==> src/rtl/boot_loader_pkg.sv <==
// Shared types and constants for the streaming program loader.
// Contents: loader state enum, word/byte geometry, header count width.
package boot_loader_pkg;

  localparam int unsigned BYTE_W         = 8;
  localparam int unsigned WORD_W         = 32;
  localparam int unsigned BYTES_PER_WORD = 4;
  localparam int unsigned BCNT_W         = $clog2(BYTES_PER_WORD);
  localparam int unsigned CNT_W          = 16;
  localparam int unsigned EXT_ADDR_W     = 64;

  typedef enum logic [2:0] {
    ST_IDLE,
    ST_HDR_LO,
    ST_HDR_HI,
    ST_PAYLOAD,
    ST_CHECK,
    ST_RUN,
    ST_ERROR
  } state_t;

  // States in which the loader accepts stream bytes.
  function automatic logic is_stream_state(input state_t s);
    return (s == ST_HDR_LO) || (s == ST_HDR_HI) || (s == ST_PAYLOAD) || (s == ST_CHECK);
  endfunction

endpackage

==> src/rtl/byte_word_assembler.sv <==
// Assembles little-endian 32-bit words from a byte stream (first byte -> bits 7:0).
// Ports:
//   clk, arst_n     : clock, synchronous active-low reset
//   i_clr           : synchronous clear of shift register and byte counter
//   i_valid, i_byte : byte accepted this cycle
//   o_word_valid_c  : high in the cycle the 4th byte of a word is accepted
//   o_word_c        : the completed word (valid with o_word_valid_c)
module byte_word_assembler
  import boot_loader_pkg::*;
(
  input  logic              clk,
  input  logic              arst_n,
  input  logic              i_clr,
  input  logic              i_valid,
  input  logic [BYTE_W-1:0] i_byte,
  output logic              o_word_valid_c,
  output logic [WORD_W-1:0] o_word_c
);

  logic [WORD_W-1:0] r_shift;
  logic [BCNT_W-1:0] r_byte_cnt;

  // Right shift so the earliest byte ends up in the least significant lane.
  always_ff @(posedge clk) begin
    if (!arst_n || i_clr) begin
      r_shift    <= '0;
      r_byte_cnt <= '0;
    end else if (i_valid) begin
      r_shift    <= {i_byte, r_shift[WORD_W-1:BYTE_W]};
      r_byte_cnt <= r_byte_cnt + BCNT_W'(1);
    end
  end

  // Word is complete with the incoming byte, so the caller can register it in the same edge.
  assign o_word_valid_c = i_valid && (r_byte_cnt == BCNT_W'(BYTES_PER_WORD - 1));
  assign o_word_c       = {i_byte, r_shift[WORD_W-1:BYTE_W]};

endmodule

==> src/rtl/cpu_boot_loader.sv <==
// Streaming program loader: parses a [CNT_LO, CNT_HI, payload, checksum] byte frame,
// writes assembled words into instruction memory and releases the CPU when the
// XOR checksum matches.
// Ports:
//   clk, arst_n                 : clock, synchronous active-low reset
//   start                       : begin a load from IDLE or ERROR
//   s_valid, s_data, s_ready    : byte stream handshake
//   addr_ext, wen_ext, ren_ext,
//   wdata_ext                   : instruction memory external write port
//   cpu_enable, done, error     : load status / CPU release
module cpu_boot_loader
  import boot_loader_pkg::*;
#(
  parameter int unsigned ADDR_W = 9
) (
  input  logic                  clk,
  input  logic                  arst_n,
  input  logic                  start,
  input  logic                  s_valid,
  input  logic [BYTE_W-1:0]     s_data,
  output logic                  s_ready,
  output logic [EXT_ADDR_W-1:0] addr_ext,
  output logic                  wen_ext,
  output logic                  ren_ext,
  output logic [WORD_W-1:0]     wdata_ext,
  output logic                  cpu_enable,
  output logic                  done,
  output logic                  error
);

  localparam int unsigned MAX_WORDS = 32'(1) << ADDR_W;

  state_t                  r_state;
  logic [BYTE_W-1:0]       r_cnt_lo;
  logic [CNT_W-1:0]        r_n_words;
  logic [CNT_W-1:0]        r_rcv_words;
  logic [ADDR_W-1:0]       r_word_idx;
  logic [BYTE_W-1:0]       r_csum;
  logic                    r_s_ready;
  logic                    r_wen;
  logic [EXT_ADDR_W-1:0]   r_addr;
  logic [WORD_W-1:0]       r_wdata;
  logic                    r_cpu_enable;
  logic                    r_done;
  logic                    r_error;

  logic                    w_xfer;
  logic                    w_start_ok;
  logic                    w_asm_valid;
  logic                    w_word_valid_c;
  logic [WORD_W-1:0]       w_word_c;
  logic [CNT_W-1:0]        w_hdr_n;

  assign w_xfer      = s_valid && r_s_ready;
  assign w_start_ok  = start && ((r_state == ST_IDLE) || (r_state == ST_ERROR));
  assign w_asm_valid = w_xfer && (r_state == ST_PAYLOAD);
  assign w_hdr_n     = {s_data, r_cnt_lo};

  byte_word_assembler u_asm (
    .clk            (clk),
    .arst_n         (arst_n),
    .i_clr          (w_start_ok),
    .i_valid        (w_asm_valid),
    .i_byte         (s_data),
    .o_word_valid_c (w_word_valid_c),
    .o_word_c       (w_word_c)
  );

  // Load sequencer, write register and status outputs.
  always_ff @(posedge clk) begin
    if (!arst_n) begin
      r_state      <= ST_IDLE;
      r_cnt_lo     <= '0;
      r_n_words    <= '0;
      r_rcv_words  <= '0;
      r_word_idx   <= '0;
      r_csum       <= '0;
      r_s_ready    <= 1'b0;
      r_wen        <= 1'b0;
      r_addr       <= '0;
      r_wdata      <= '0;
      r_cpu_enable <= 1'b0;
      r_done       <= 1'b0;
      r_error      <= 1'b0;
    end else begin
      r_wen <= 1'b0;
      case (r_state)
        ST_IDLE, ST_ERROR: begin
          if (w_start_ok) begin
            r_state     <= ST_HDR_LO;
            r_s_ready   <= is_stream_state(ST_HDR_LO);
            r_error     <= 1'b0;
            r_word_idx  <= '0;
            r_rcv_words <= '0;
            r_csum      <= '0;
          end
        end
        ST_HDR_LO: begin
          if (w_xfer) begin
            r_cnt_lo <= s_data;
            r_state  <= ST_HDR_HI;
          end
        end
        ST_HDR_HI: begin
          if (w_xfer) begin
            r_n_words <= w_hdr_n;
            if (32'(w_hdr_n) > MAX_WORDS) begin
              r_state   <= ST_ERROR;
              r_s_ready <= 1'b0;
              r_error   <= 1'b1;
            end else if (w_hdr_n == '0) begin
              r_state <= ST_CHECK;
            end else begin
              r_state <= ST_PAYLOAD;
            end
          end
        end
        ST_PAYLOAD: begin
          if (w_xfer) begin
            r_csum <= r_csum ^ s_data;
            if (w_word_valid_c) begin
              r_wen       <= 1'b1;
              r_addr      <= EXT_ADDR_W'({r_word_idx, 2'b00});
              r_wdata     <= w_word_c;
              r_word_idx  <= r_word_idx + ADDR_W'(1);
              r_rcv_words <= r_rcv_words + CNT_W'(1);
              if (r_rcv_words == (r_n_words - CNT_W'(1))) begin
                r_state <= ST_CHECK;
              end
            end
          end
        end
        ST_CHECK: begin
          // Checksum byte can arrive in the final write cycle; RUN follows that write.
          if (w_xfer) begin
            r_s_ready <= 1'b0;
            if (s_data == r_csum) begin
              r_state      <= ST_RUN;
              r_cpu_enable <= 1'b1;
              r_done       <= 1'b1;
            end else begin
              r_state <= ST_ERROR;
              r_error <= 1'b1;
            end
          end
        end
        ST_RUN: begin
          r_state <= ST_RUN;
        end
        default: begin
          r_state   <= ST_IDLE;
          r_s_ready <= 1'b0;
        end
      endcase
    end
  end

  assign s_ready    = r_s_ready;
  assign addr_ext   = r_addr;
  assign wen_ext    = r_wen;
  assign ren_ext    = 1'b0;
  assign wdata_ext  = r_wdata;
  assign cpu_enable = r_cpu_enable;
  assign done       = r_done;
  assign error      = r_error;

endmodule
==> config.mk <==
export PLATFORM = sky130hd
export DESIGN_NAME = cpu_boot_loader
export DESIGN_NICKNAME = d
export VERILOG_FILES = /design/src/rtl/boot_loader_pkg.sv /design/src/rtl/byte_word_assembler.sv /design/src/rtl/cpu_boot_loader.sv
export SDC_FILE = /design/constraint.sdc
export NUM_CORES = 1
export LEC_CHECK = 0
export ABC_CLOCK_PERIOD_IN_PS = 4900
export CAP_MARGIN = 40
export CORE_ASPECT_RATIO = 1.2
export CORE_MARGIN = 8
export CORE_UTILIZATION = 55
export CTS_BUF_LIST = sky130_fd_sc_hd__clkbuf_4 sky130_fd_sc_hd__clkbuf_8
export DETAILED_ROUTE_END_ITERATION = 16
export DONT_BUFFER_PORTS = 1
export GPL_ROUTABILITY_DRIVEN = 1
export PLACE_DENSITY = 0.7
export SLEW_MARGIN = 15
export SYNTH_ARGS = -nofsm -noshare
export SYNTH_HDL_FRONTEND = slang
export SYNTH_SLANG_ARGS = --single-unit
==> constraint.sdc <==
create_clock -name clk -period 4.9 [get_ports clk]
set_input_delay 0.49 -clock clk [delete_from_list [all_inputs] [get_ports clk]]
set_output_delay 0.49 -clock clk [all_outputs]
set_load 0.05 [all_outputs]
== Yosys cells after proc, flatten, opt, wreduce, memory -nomap -nowiden ==
Cells that the tools add are included.

* $add $sub $neg: 4
* Reductions and logical operators: 23
* Order comparisons: 1
* Bitwise gates (word level): 2
* Multiplexer cells: 34
* Equality and inequality tests: 18

{| class="wikitable"
|+ Operator list
! cell !! count
|-
| $mux W16 || 3
|-
| $pmux W16 S2 || 1
|-
| $mux W3 || 9
|-
| $mux W9 || 3
|-
| $pmux W3 S6 || 1
|-
| $pmux W9 S2 || 1
|-
| $add A16 B1 Y16 const B || 1
|-
| $eq A16 B16 Y1 || 1
|-
| $gt A16 B10 Y1 const B || 1
|-
| $logic_not A16 Y1 || 1
|-
| $mux W8 || 2
|-
| $pmux W8 S2 || 1
|-
| $sub A16 B1 Y16 const B || 1
|-
| $ne A2 B2 Y1 const B || 6
|-
| $reduce_and A3 Y1 || 4
|-
| $mux W1 || 10
|-
| $add A9 B1 Y9 const B || 1
|-
| $eq A3 B3 Y1 const B || 3
|-
| $eq A8 B8 Y1 || 1
|-
| $xor A8 B8 Y8 || 1
|-
| $reduce_and A7 Y1 || 1
|-
| $eq A3 B2 Y1 const B || 2
|-
| $ne A2 B1 Y1 const B || 3
|-
| $reduce_and A6 Y1 || 1
|-
| 18 further kinds || 23
|}

* Input bits: 12
* Register bits: 139
* Word-level logic and storage cells: 96

== Longest topological paths before layout ==
Gate-level depths: netlist of run 1.

* Depth after elaboration: 6
* Mapped depth: 9

== Cells and area by module ==
A second synthesis of run 1 with hierarchy kept.

* Cell total of the unflattened synthesis: 759
* Area total of the unflattened synthesis: 6512.5 µm²

{| class="wikitable"
|+ By module, submodules not included
! module !! times used !! area each (µm²) !! cells each
|-
| cpu_boot_loader || 1 || 5465.2 || 664
|-
| byte_word_assembler || 1 || 1047.3 || 95
|}

== Worst setup path before layout of run 1 ==
Ideal clock, no wire load.

* Path kind: input -> register
* From: input port s_data[5]
* To: register r_s_ready, in the netlist s_ready
* Path slack: 2.633 ns
* Stages: 7
* Required time: 4.826 ns
* Arrival time: 2.192 ns
* Cells stage by stage: clkbuf_2 -> or4_1 -> nor3_1 -> nand2_1 -> a311o_1 -> a211o_1 -> a31oi_1

* Word-level cells in the longest chain between the ends: 3

{| class="wikitable"
|+ Ends and longest elaborated chain
! item !! RTL line !! text
|-
| start: declaration || cpu_boot_loader.sv:20 || <nowiki>input logic [BYTE_W-1:0] s_data,</nowiki>
|-
| $gt A16 B10 Y1 || cpu_boot_loader.sv:107 || <nowiki>if (32'(w_hdr_n) > MAX_WORDS) begin</nowiki>
|-
| $ne A2 B2 Y1 (no source line) || -- ||
|-
| $reduce_and A5 Y1 (no source line) || -- ||
|-
| end signal: assignment || cpu_boot_loader.sv:91 || <nowiki>r_s_ready <= is_stream_state(ST_HDR_LO);</nowiki>
|-
| end: declaration || cpu_boot_loader.sv:39 || <nowiki>logic r_s_ready;</nowiki>
|}

No other way between the ends.
A chain may end at the register's enable or synchronous reset.

== Worst setup path after layout of run 1 ==
* From: register r_state[0]
* To: register r_rcv_words[15]

* Word-level cells in the longest chain between the ends: 5
* Elaborated cells on any way between the ends: 14

{| class="wikitable"
|+ Ends and longest elaborated chain
! item !! RTL line !! text
|-
| start: declaration || cpu_boot_loader.sv:33 || <nowiki>state_t r_state;</nowiki>
|-
| start signal: assignment || cpu_boot_loader.sv:72 || <nowiki>r_state <= ST_IDLE;</nowiki>
|-
| start signal: assignment || cpu_boot_loader.sv:90 || <nowiki>r_state <= ST_HDR_LO;</nowiki>
|-
| start signal: assignment || cpu_boot_loader.sv:101 || <nowiki>r_state <= ST_HDR_HI;</nowiki>
|-
| $eq A3 B3 Y1, or another cell as far along || cpu_boot_loader.sv:55, cpu_boot_loader.sv:87 ||
|-
| $logic_or A1 B1 Y1 / $logic_and A1 B1 Y1 (equally long branches) || cpu_boot_loader.sv:55, cpu_boot_loader.sv:56 ||
|-
| $logic_and A1 B1 Y1 (on tied branches) || cpu_boot_loader.sv:55, byte_word_assembler.sv:35 ||
|-
| $ne A2 B1 Y1 (no source line) || -- ||
|-
| $reduce_and A4 Y1 (no source line) || -- ||
|-
| end signal: assignment || cpu_boot_loader.sv:126 || <nowiki>r_rcv_words <= r_rcv_words + CNT_W'(1);</nowiki>
|-
| end: declaration || cpu_boot_loader.sv:36 || <nowiki>logic [CNT_W-1:0] r_rcv_words;</nowiki>
|}

Parallel ways exist; a longest one is shown, timed or not.

==> results.sh, run 1 <==
export IMPL_final_min_clock_period_ps=2690
export IMPL_initial_utilization=0.554
export IMPL_cap_violations=0
export IMPL_slew_viol_final=0
export IMPL_dp_hpwl_mm=10.2
export IMPL_grt_max_degree=50
export IMPL_path_class="reg2reg"
export IMPL_antennaDiodeCount=0
export IMPL_rr_worst_depth=7
export IMPL_synth_top_cell_area_share=0.417
export IMPL_r2r_start="r_state[0]$_SDFFE_PN0P_"
export IMPL_ant_nets=0
export IMPL_fin_worst_skew_ps=9.36
export IMPL_rsz0062_at_grt="no"
export IMPL_tightestPinTransition_ps=862
export IMPL_crit_top_cell="nand4_1"
export IMPL_sequentialPowerShare=0.453
export IMPL_critPathMaxFanout=22
export IMPL_grt_ovfl_total=0
export IMPL_cts_hold_buffers=0
export IMPL_cts_buffers=17
export IMPL_routed_wl_mm=14.2
export IMPL_start_kind="register"
export IMPL_power_frac_clock=0.424
export IMPL_die_h_um=133
export IMPL_ys_flop_type="dfxtp_1"
export IMPL_yosysMostFrequentCell="nand2_1"
export IMPL_setup_tns_final_ps=0
export IMPL_layout_drive_gt1_share=0.0696
export IMPL_antenna_found_initial=0
export IMPL_ioPinCount=114
export IMPL_slowest_delay_ps=770
export IMPL_setup_viol=0
export IMPL_worstPathCellList="nand4_1 -> a21oi_1 -> o21ai_1 -> nor4_1 -> nand4_1 -> xor2_1 -> nor2_1"
export IMPL_r2r_setup_slack_ps=2210
export IMPL_num_vias=4968
export IMPL_first_iter_violations=415
export IMPL_switching_share=0.284
export IMPL_path_buf_inv=0
export IMPL_avgViaCountPerCell=5.32
export IMPL_synth_edf_count=0
export IMPL_p_int_w=0.00180
export IMPL_route_detailed_drc=0
export IMPL_ys_async_sr_fraction=0
export IMPL_hold_end="wdata_ext[27]$_SDFFE_PN0P_"
export IMPL_period_share=0.549
export IMPL_place_area_um2=6170
export IMPL_status="completed"
export IMPL_clk_latency_ps=440
export IMPL_cts_tree="built"
export IMPL_ir_worst_vdd_v=0.000159
export IMPL_gp_congestion=0.847
export IMPL_total_power_w=0.00251
export IMPL_critPathArrivalTime_ps=3000
export IMPL_cp_end_kind="register"
export IMPL_syn_avg_cell_area_um2=8.05
export IMPL_area_growth_synth_to_final_pct=5.79
export IMPL_cts_buffer_depth=2
export IMPL_cp_data_required_time_ps=5210
export IMPL_p_sw_w=0.000712
export IMPL_combPwrFrac=0.123
export IMPL_yosys_top_cells_area="dfxtp_1 42%, nand2_1 9.5%, buf_4 6.8%"
export IMPL_synth_commonest_cells="159 x nand2_1, 131 x dfxtp_1, 78 x a21oi_1, 78 x nor2_1, 57 x buf_4"
export IMPL_ys_ff_latch=131
export IMPL_stdcell_area_um2=6650
export IMPL_holdCritStartpoint="s_data[3]"
export IMPL_grt_pass1_vias=4716
export IMPL_die_area_um2=15100
export IMPL_wl_per_cell_um=15.2
export IMPL_htreeDepth=4
export IMPL_crit_family="simple AND/OR/NAND/NOR gates"
export IMPL_drtPass1Iterations=5
export IMPL_root_buffer="clkbuf_8"
export IMPL_ctsResizeCount=0
export IMPL_n_fill_cell=1080
export IMPL_ys_types=60
export IMPL_cts_sinks=131
export IMPL_synth_top_area_cell="dfxtp_1"
export IMPL_power_density_nw_per_um2=377
export IMPL_slowest_stage="dfxtp_1"
export IMPL_max_freq_ghz=0.372
export IMPL_timing_rr_end="r_rcv_words[15]$_SDFFE_PN0P_"
export IMPL_slew_headroom=0.421
export IMPL_fp_row_count=43
export IMPL_cts_setup_buffers=0
export IMPL_grt_usage=0.188
export IMPL_p_leak_nw=2.36
export IMPL_fin_nets=780
export IMPL_portBuffers=0
export IMPL_clkSlewWorstSetupHoldPaths_ps=80
export IMPL_hold_path_class="in2reg"
export IMPL_grt_pass1_wl_mm=23.3
export IMPL_hold_depth=2
export IMPL_core_um2=11400
export IMPL_die_w_um=114
export IMPL_yosysSeqAreaShare=0.417
export IMPL_hold_viol=0
export IMPL_syn_area_um2=6290
export IMPL_yosysWarnings=0
export IMPL_synthCells=781
## cell families (layout without fill, tap and decap cells)
group / Yosys count / in the layout / share of synthesized area
and+or+nand+nor: 322 / 322 / 0.233
AOI/OAI and AO/OA: 137 / 137 / 0.129
DFF: 131 / 131 / 0.417
buffers and inverters: 111 / 51 / 0.102
xor gates and xnor gates: 48 / 48 / 0.0669
muxes: 26 / 26 / 0.0414
adders and majority gates: 5 / 5 / 0.00995
other: 1 / 56 / 0.000596
## layer usage
layer | global-route usage | wire (um)
met2 | 0.332 | 7350
met3 | 0.0516 | 709
met4 | 0.0727 | 252
met1 | 0.208 | 5910
met5 | 0 | 0
## cell type report
| cell class | instances | area (um^2) | area share |
|---|---|---|---|
| flip-flops and latches | 131 | 2620 | 0.394 |
| inverters | 9 | 33.8 | 0.00508 |
| clock inverters | 12 | 201 | 0.0303 |
| repair buffers | 10 | 98.8 | 0.0149 |
| well taps | 157 | 196 | 0.0295 |
| multi-input cells | 594 | 3230 | 0.486 |
| clock buffers | 20 | 269 | 0.0404 |
## how the worst max path moves through the flow
stage,depth (start not counted),from,end,slack [ps]
final,7,r_state[0]$_SDFFE_PN0P_,r_rcv_words[15]$_SDFFE_PN0P_,2210
after global placement,6,r_state[0]$_SDFFE_PN0P_,wdata_ext[17]$_SDFFE_PN0P_,2180
after CTS,7,r_state[0]$_SDFFE_PN0P_,r_rcv_words[15]$_SDFFE_PN0P_,2250
after floorplan,7,s_data[5],s_ready$_SDFFE_PN0P_,2630
after detailed placement,7,r_state[0]$_SDFFE_PN0P_,r_rcv_words[15]$_SDFFE_PN0P_,2260
after global routing,7,r_state[0]$_SDFFE_PN0P_,r_rcv_words[14]$_SDFFE_PN0P_,1980
## layout by cell type (no fill, tap or decap), drive strengths merged, types with 17 or more instances in the layout
| cell | Yosys | layout |
|---|---|---|
| nand2 | 159 | 159 |
| xnor2 | 24 | 24 |
| dfxtp | 131 | 131 |
| a21oi | 78 | 78 |
| clkbuf | 36 | 20 |
| nand4 | 17 | 17 |
| mux2i | 26 | 26 |
| nor2 | 78 | 78 |
| xor2 | 24 | 24 |
| conb | 1 | 56 |
| o21ai | 17 | 17 |
## flip-flops by register name (all words and copies together) (netlist names)
name and flops:
s_ready 1, wen_ext 1, addr_ext 9, r_word_idx 9
done 1, r_state 3, r_csum 8, wdata_ext 32
r_cnt_lo 8, u_asm.r_shift 24, error 1, u_asm.r_byte_cnt 2
r_rcv_words 16, r_n_words 16
## per-stage QoR
step | utilization | hold WS, ps | setup slack [ps] | std cells
after floorplan | - | 432 | 2630 | 836
after global placement | 0.540 | 440 | 2180 | 897
after detailed placement | 0.544 | 443 | 2260 | 900
after CTS | 0.585 | 170 | 2250 | 932
after global routing | 0.586 | 184 | 1980 | 933
final | 0.586 | 187 | 2210 | 933
## power groups by stage
stage	clock network (W)	logic [W]	registers (W)
6_report	0.00106	0.000308	0.00113
4_1_cts	0.00108	0.000303	0.00113
3_5_place_dp	0	0.000304	0.00116
5_1_grt	0.00114	0.000334	0.00114
2_1_floorplan	0	0.000325	0.00113
3_3_place_gp	0	0.000299	0.00116
Note: power is estimated with default switching activity, not from simulation.
==> run 2: changes to the inputs <==
Settings changed: ABC_CLOCK_PERIOD_IN_PS 4900 to 2300, PLACE_DENSITY 0.7 to 0.73.
Clock period 4.9 ns to 2.3 ns, I/O delays scaled along.
==> results.sh, run 2 (synthesized netlist as in run 1, its figures left out) <==
export IMPL_setup_tns_final_ps=0
export IMPL_period_share=0.972
export IMPL_gp_congestion=0.939
export IMPL_setup_viol=0
export IMPL_final_min_clock_period_ps=2240
export IMPL_die_w_um=114
export IMPL_critPathCapture="r_state[0]$_SDFFE_PN0P_"
export IMPL_critPathMaxFanout=4
export IMPL_clk_latency_ps=420
export IMPL_die_h_um=133
export IMPL_ant_nets=0
export IMPL_grt_pass1_wl_mm=24.9
export IMPL_die_area_um2=15100
export IMPL_rsz0062_at_grt="yes"
export IMPL_rr_worst_depth=9
export IMPL_p_leak_nw=2.48
export IMPL_initial_utilization=0.554
export IMPL_fin_worst_skew_ps=9.43
export IMPL_cp_end_kind="register"
export IMPL_slowest_stage="or3b_4"
export IMPL_clkSlewWorstSetupHoldPaths_ps=70
export IMPL_route_detailed_drc=0
export IMPL_hold_slack_ps=35.1
export IMPL_hold_path_class="in2reg"
export IMPL_area_growth_synth_to_final_pct=9.69
export IMPL_grt_max_degree=48
export IMPL_cp_data_required_time_ps=2660
export IMPL_start_kind="register"
export IMPL_r2r_setup_slack_ps=60
export IMPL_gr_usage_met2=0.362
export IMPL_num_vias=5300
export IMPL_cap_violations=0
export IMPL_cts_sinks=131
export IMPL_avgViaCountPerCell=5.47
export IMPL_crit_family="simple AND/OR/NAND/NOR gates"
export IMPL_met3_usage=0.0512
export IMPL_path_class="reg2reg"
export IMPL_drtPass1Iterations=4
export IMPL_first_iter_violations=333
export IMPL_layout_drive_gt1_share=0.115
export IMPL_antenna_found_initial=0
export IMPL_layout_common_cells="159 x nand2_1, 128 x dfxtp_1, 77 x a21oi_1, 77 x nor2_1, 56 x conb_1"
export IMPL_ioPinCount=114
export IMPL_routed_wl_mm=15.7
export IMPL_slew_viol_final=0
export IMPL_antennaDiodeCount=0
export IMPL_grt_pass1_vias=4944
export IMPL_hold_viol=0
export IMPL_critPathLaunch="r_n_words[0]$_SDFFE_PN0P_"
export IMPL_grt_use_met1=0.224
export IMPL_path_buf_inv=1
export IMPL_power_density_nw_per_um2=699
export IMPL_cts_buffer_depth=2
export IMPL_timing_rr_end="r_state[0]$_SDFFE_PN0P_"
export IMPL_critPathArrivalTime_ps=2590
export IMPL_htreeDepth=4
export IMPL_worstPathCellList="inv_1 -> ha_1 -> or3b_4 -> o22ai_1 -> nand3_1 -> a2111oi_4 -> nand4_1 -> o21ai_2 -> mux2i_1"
export IMPL_ir_worst_vdd_v=0.000391
export IMPL_n_fill_cell=999
export IMPL_gr_max_usage_layer="met2"
export IMPL_slew_headroom=0.600
export IMPL_tightestPinTransition_ps=599
export IMPL_fp_row_count=43
export IMPL_dp_hpwl_mm=11.3
export IMPL_wl_per_cell_um=16.2
export IMPL_cp_num_cells=9
export IMPL_cts_buffers=17
export IMPL_slowest_delay_ps=410
export IMPL_layout_commonest_cell="nand2_1"
export IMPL_core_um2=11400
export IMPL_portBuffers=0
export IMPL_hold_depth=2
export IMPL_fin_nets=818
export IMPL_root_buffer="clkbuf_8"
export IMPL_grt_usage=0.205
export IMPL_cts_tree="built"
export IMPL_largest_reg_flops=32
export IMPL_status="completed"
export IMPL_grt_ovfl_total=0
export IMPL_max_freq_ghz=0.447
export IMPL_r2r_start="r_n_words[0]$_SDFFE_PN0P_"
[run 2: cell count changes in the layout (fill, tap and decap cells not counted), moves of 3 or more]
cell and delta:
dfxtp_1 -3, bufinv_16 -5, clkbuf_4 +3, buf_4 +29
dlygate4sd3_1 +9
[run 2: cell type report]
| cell class | count | area (um^2) | share of cell area |
|---|---|---|---|
| Tap cell | 157 | 196 | 0.0285 |
| Clock inverter | 9 | 62.6 | 0.00907 |
| Sequential cell | 131 | 2630 | 0.381 |
| Multi-Input combinational cell | 594 | 3300 | 0.479 |
| Clock buffer | 21 | 264 | 0.0383 |
| Timing Repair Buffer | 48 | 408 | 0.0591 |
| Inverter | 9 | 33.8 | 0.00490 |
[run 2: worst min-delay path by stage]
| stage | startpoint | to |
|---|---|---|
| floorplan | s_data[4] | wdata_ext[28]$_SDFFE_PN0P_ |
| global placement | s_data[3] | wdata_ext[27]$_SDFFE_PN0P_ |
| detailed placement | s_data[4] | wdata_ext[28]$_SDFFE_PN0P_ |
| CTS | start | s_ready$_SDFFE_PN0P_ |
| global route | start | s_ready$_SDFFE_PN0P_ |
| finish | start | s_ready$_SDFFE_PN0P_ |
[run 2: metal layers]
| layer | wire length, um | up-vias |
|---|---|---|
| li1 | - | 2569 |
| met1 | 6180 | 2524 |
| met2 | 8040 | 170 |
| met3 | 1000 | 37 |
| met4 | 518 | 0 |
| met5 | 0 | - |
[run 2: stage by stage]
| stage | area [um^2] | util | std cells | worst slack (ps) | power, W |
|---|---|---|---|---|---|
| 2_1_floorplan | 6490 | - | 836 | 123 | 0.00309 |
| 3_3_place_gp | 6390 | 0.563 | 928 | 36.4 | 0.00318 |
| 3_5_place_dp | 6390 | 0.563 | 928 | -51.6 | 0.00320 |
| 4_1_cts | 6830 | 0.602 | 969 | 51.5 | 0.00483 |
| 5_1_grt | 6900 | 0.608 | 969 | -104 | 0.00502 |
| 6_report | 6900 | 0.608 | 969 | 64.4 | 0.00482 |
[run 2: power breakdown]
group | leakage, nW | switching, W | internal (W)
Clock | 0.161 | 0.000846 | 0.000775
Sequential | 1.06 | 0.0000676 | 0.00230
Combinational | 1.26 | 0.000602 | 0.000232
Total | 2.48 | 0.00152 | 0.00330
[run 2: timing repair]
action                                  in CTS  in global routing
setup buffers                                2                  0
endpoints found under the hold margin       36                  0
pin swaps                                    3                  4
hold buffers                                 9                  0
endpoints found under the setup margin       3                 10
gates resized for setup                      3                 16
==> run 3: changes to the inputs <==
Settings changed: ABC_AREA from default to 1, ABC_CLOCK_PERIOD_IN_PS 2300 to 2800, PLACE_DENSITY 0.73 to 0.7.
Clock period 2.3 ns to 2.8 ns, I/O delays scaled along.
==> results.sh, run 3 <==
export IMPL_routed_wl_mm=16.2
export IMPL_ir_worst_vdd_v=0.000365
export IMPL_placed_cells=990
export IMPL_p_leak_nw=2.90
export IMPL_slew_viol_final=0
export IMPL_layout_common_cells="203 x nand2_1, 131 x dfxtp_1, 86 x a21oi_1"
export IMPL_status="completed"
export IMPL_die_area_um2=15100
export IMPL_ys_types=41
export IMPL_ys_ff_latch=131
export IMPL_rsz0062_at_grt="no"
export IMPL_synthCells=862
export IMPL_setup_viol=0
export IMPL_layout_commonest_cell="nand2_1"
export IMPL_max_freq_ghz=0.419
export IMPL_hold_depth=2
export IMPL_rr_worst_depth=9
export IMPL_synth_top_area_cell="dfxtp_1"
export IMPL_syn_area_um2=6270
export IMPL_cts_buffers=17
export IMPL_gp_congestion=0.947
export IMPL_die_h_um=133
export IMPL_ant_nets=0
export IMPL_core_um2=11100
export IMPL_hold_viol=0
export IMPL_avgViaCountPerCell=5.25
export IMPL_drtPass1Iterations=8
export IMPL_die_w_um=113
export IMPL_period_share=0.852
export IMPL_layout_drive_gt1_share=0.0808
export IMPL_slowest_stage="dfxtp_1"
export IMPL_path_buf_inv=3
export IMPL_r2r_setup_slack_ps=420
export IMPL_first_iter_violations=388
export IMPL_dp_hpwl_mm=11.8
export IMPL_clkSlewWorstSetupHoldPaths_ps=80
export IMPL_syn_avg_cell_area_um2=7.28
export IMPL_grt_ovfl_total=0
export IMPL_crit_family="simple AND/OR/NAND/NOR gates"
export IMPL_synth_top_cell_area_share=0.418
export IMPL_tightestPinTransition_ps=784
export IMPL_stdcell_count=1033
export IMPL_portBuffers=0
export IMPL_holdCritStartpoint="arst_n"
export IMPL_cp_end_kind="register"
export IMPL_cap_violations=0
export IMPL_r2r_start="r_state[1]$_SDFFE_PN0P_"
export IMPL_final_util=0.602
export IMPL_critPathArrivalTime_ps=2730
export IMPL_clk_latency_ps=430
export IMPL_grt_pass1_vias=5395
export IMPL_yosysMostFrequentCell="nand2_1"
export IMPL_hold_path_class="in2reg"
export IMPL_power_density_nw_per_um2=672
export IMPL_antennaDiodeCount=0
export IMPL_n_fill_cell=1033
export IMPL_ioPinCount=114
export IMPL_cts_tree="built"
export IMPL_antenna_found_initial=0
export IMPL_synth_commonest_cells="203 x nand2_1, 131 x dfxtp_1, 86 x a21oi_1, 79 x nor2_1, 59 x inv_1"
export IMPL_fin_worst_skew_ps=11.6
export IMPL_crit_top_cell="nor2_8"
export IMPL_slowest_delay_ps=470
export IMPL_cts_setup_buffers=0
export IMPL_worstPathCellList="nand2_2 -> nor2_8 -> nand2_4 -> nor2_8 -> inv_2 -> nor2_2 -> buf_4 -> inv_1 -> o21ai_0"
export IMPL_htreeDepth=4
export IMPL_grt_max_degree=61
export IMPL_final_min_clock_period_ps=2380
export IMPL_cp_data_required_time_ps=3140
export IMPL_largest_reg_flops=32
export IMPL_ys_flop_type="dfxtp_1"
export IMPL_slew_headroom=0.475
export IMPL_start_kind="register"
export IMPL_yosysWarnings=0
export IMPL_wl_per_cell_um=15.6
export IMPL_initial_utilization=0.566
export IMPL_cts_sinks=131
export IMPL_setup_tns_final_ps=0
export IMPL_ys_async_sr_fraction=0
export IMPL_yosysSeqAreaShare=0.418
export IMPL_grt_pass1_wl_mm=26.5
export IMPL_root_buffer="clkbuf_8"
export IMPL_fin_nets=883
export IMPL_timing_rr_end="wdata_ext[24]$_SDFFE_PN0P_"
export IMPL_yosys_top_cells_area="dfxtp_1 42%, nand2_1 12%, a21oi_1 6.9%"
export IMPL_area_growth_synth_to_final_pct=6.48
export IMPL_fp_row_count=42
export IMPL_num_vias=5427
export IMPL_grt_usage=0.218
export IMPL_ctsResizeCount=0
export IMPL_hold_end="wdata_ext[21]$_SDFFE_PN0P_"
export IMPL_cts_buffer_depth=2
export IMPL_critPathMaxFanout=37
export IMPL_route_detailed_drc=0
export IMPL_synth_edf_count=0
export IMPL_path_class="reg2reg"
## run 3: cell count changes in the layout (fill, tap and decap cells not counted), moves of 9 or more
| cell | before | now |
|---|---|---|
| nand2_1 | 159 | 203 |
| o21ai_0 | 14 | 50 |
| mux2i_1 | 26 | 0 |
| a21oi_1 | 77 | 86 |
| inv_1 | 8 | 59 |
| nand3_1 | 14 | 58 |
| xnor2_1 | 24 | 9 |
| nand4_1 | 17 | 8 |
| buf_4 | 37 | 7 |
## run 3: per-stage QoR
| step | power (W) | worst slack, ps | cell area (um^2) | hold slack, ps |
|---|---|---|---|---|
| after floorplan | 0.00291 | 723 | 6480 | 428 |
| final | 0.00449 | 416 | 6680 | 21.0 |
| after global routing | 0.00474 | 214 | 6680 | 6.54 |
| after CTS | 0.00450 | 444 | 6670 | 1.76 |
| after detailed placement | 0.00300 | 478 | 6180 | 417 |
| after global placement | 0.00299 | 561 | 6170 | 414 |
## run 3: logic make-up after synthesis
kind of cell | after synthesis | synth area share
AND/OR/NAND/NOR | 393 | 0.281
AO/OA/AOI/OAI | 155 | 0.128
buffers and inverters | 151 | 0.125
flip-flops | 131 | 0.418
XOR/XNOR | 26 | 0.0363
adder cells (fa/ha/maj) | 5 | 0.00997
other | 1 | 0.000598
## run 3: layout make-up
class,count,area (um^2),area share
Multi-Input combinational cell,635,3070,0.460
Clock buffer,19,262,0.0392
Clock inverter,13,114,0.0170
Inverter,62,233,0.0348
Tap cell,154,193,0.0288
Timing Repair Buffer,19,184,0.0275
Sequential cell,131,2620,0.393
## run 3: where the power goes
group	internal, W	total (W)	switching [W]
Sequential	0.00192	0.00200	0.0000875
Clock	0.000689	0.00149	0.000797
Combinational	0.000272	0.000995	0.000723
Total	0.00288	0.00449	0.00161
## run 3: metal layers
layer	wire length [um]	vias to the layer above	GRT usage
li1	-	2687	-
met3	1160	36	0.0665
met5	0	-	0
met4	602	0	0.0972
met1	6240	2528	0.230
met2	8160	176	0.389
## run 3: worst max path at each step
stage | from | end | cells past startpoint
2_1_floorplan | s_ready$_SDFFE_PN0P_ | r_rcv_words[11]$_SDFFE_PN0P_ | 11
3_3_place_gp | r_state[2]$_SDFFE_PN0P_ | r_word_idx[4]$_SDFFE_PN0P_ | 7
3_5_place_dp | r_state[1]$_SDFFE_PN0P_ | wdata_ext[24]$_SDFFE_PN0P_ | 9
4_1_cts | r_state[1]$_SDFFE_PN0P_ | wdata_ext[24]$_SDFFE_PN0P_ | 9
5_1_grt | r_state[1]$_SDFFE_PN0P_ | wdata_ext[24]$_SDFFE_PN0P_ | 9
6_report | r_state[1]$_SDFFE_PN0P_ | wdata_ext[24]$_SDFFE_PN0P_ | 9
## run 3: repair_timing
action,4_1_cts,5_1_grt
hold buffers,10,1
setup endpoints to repair,0,0
endpoints found under the hold margin,68,1
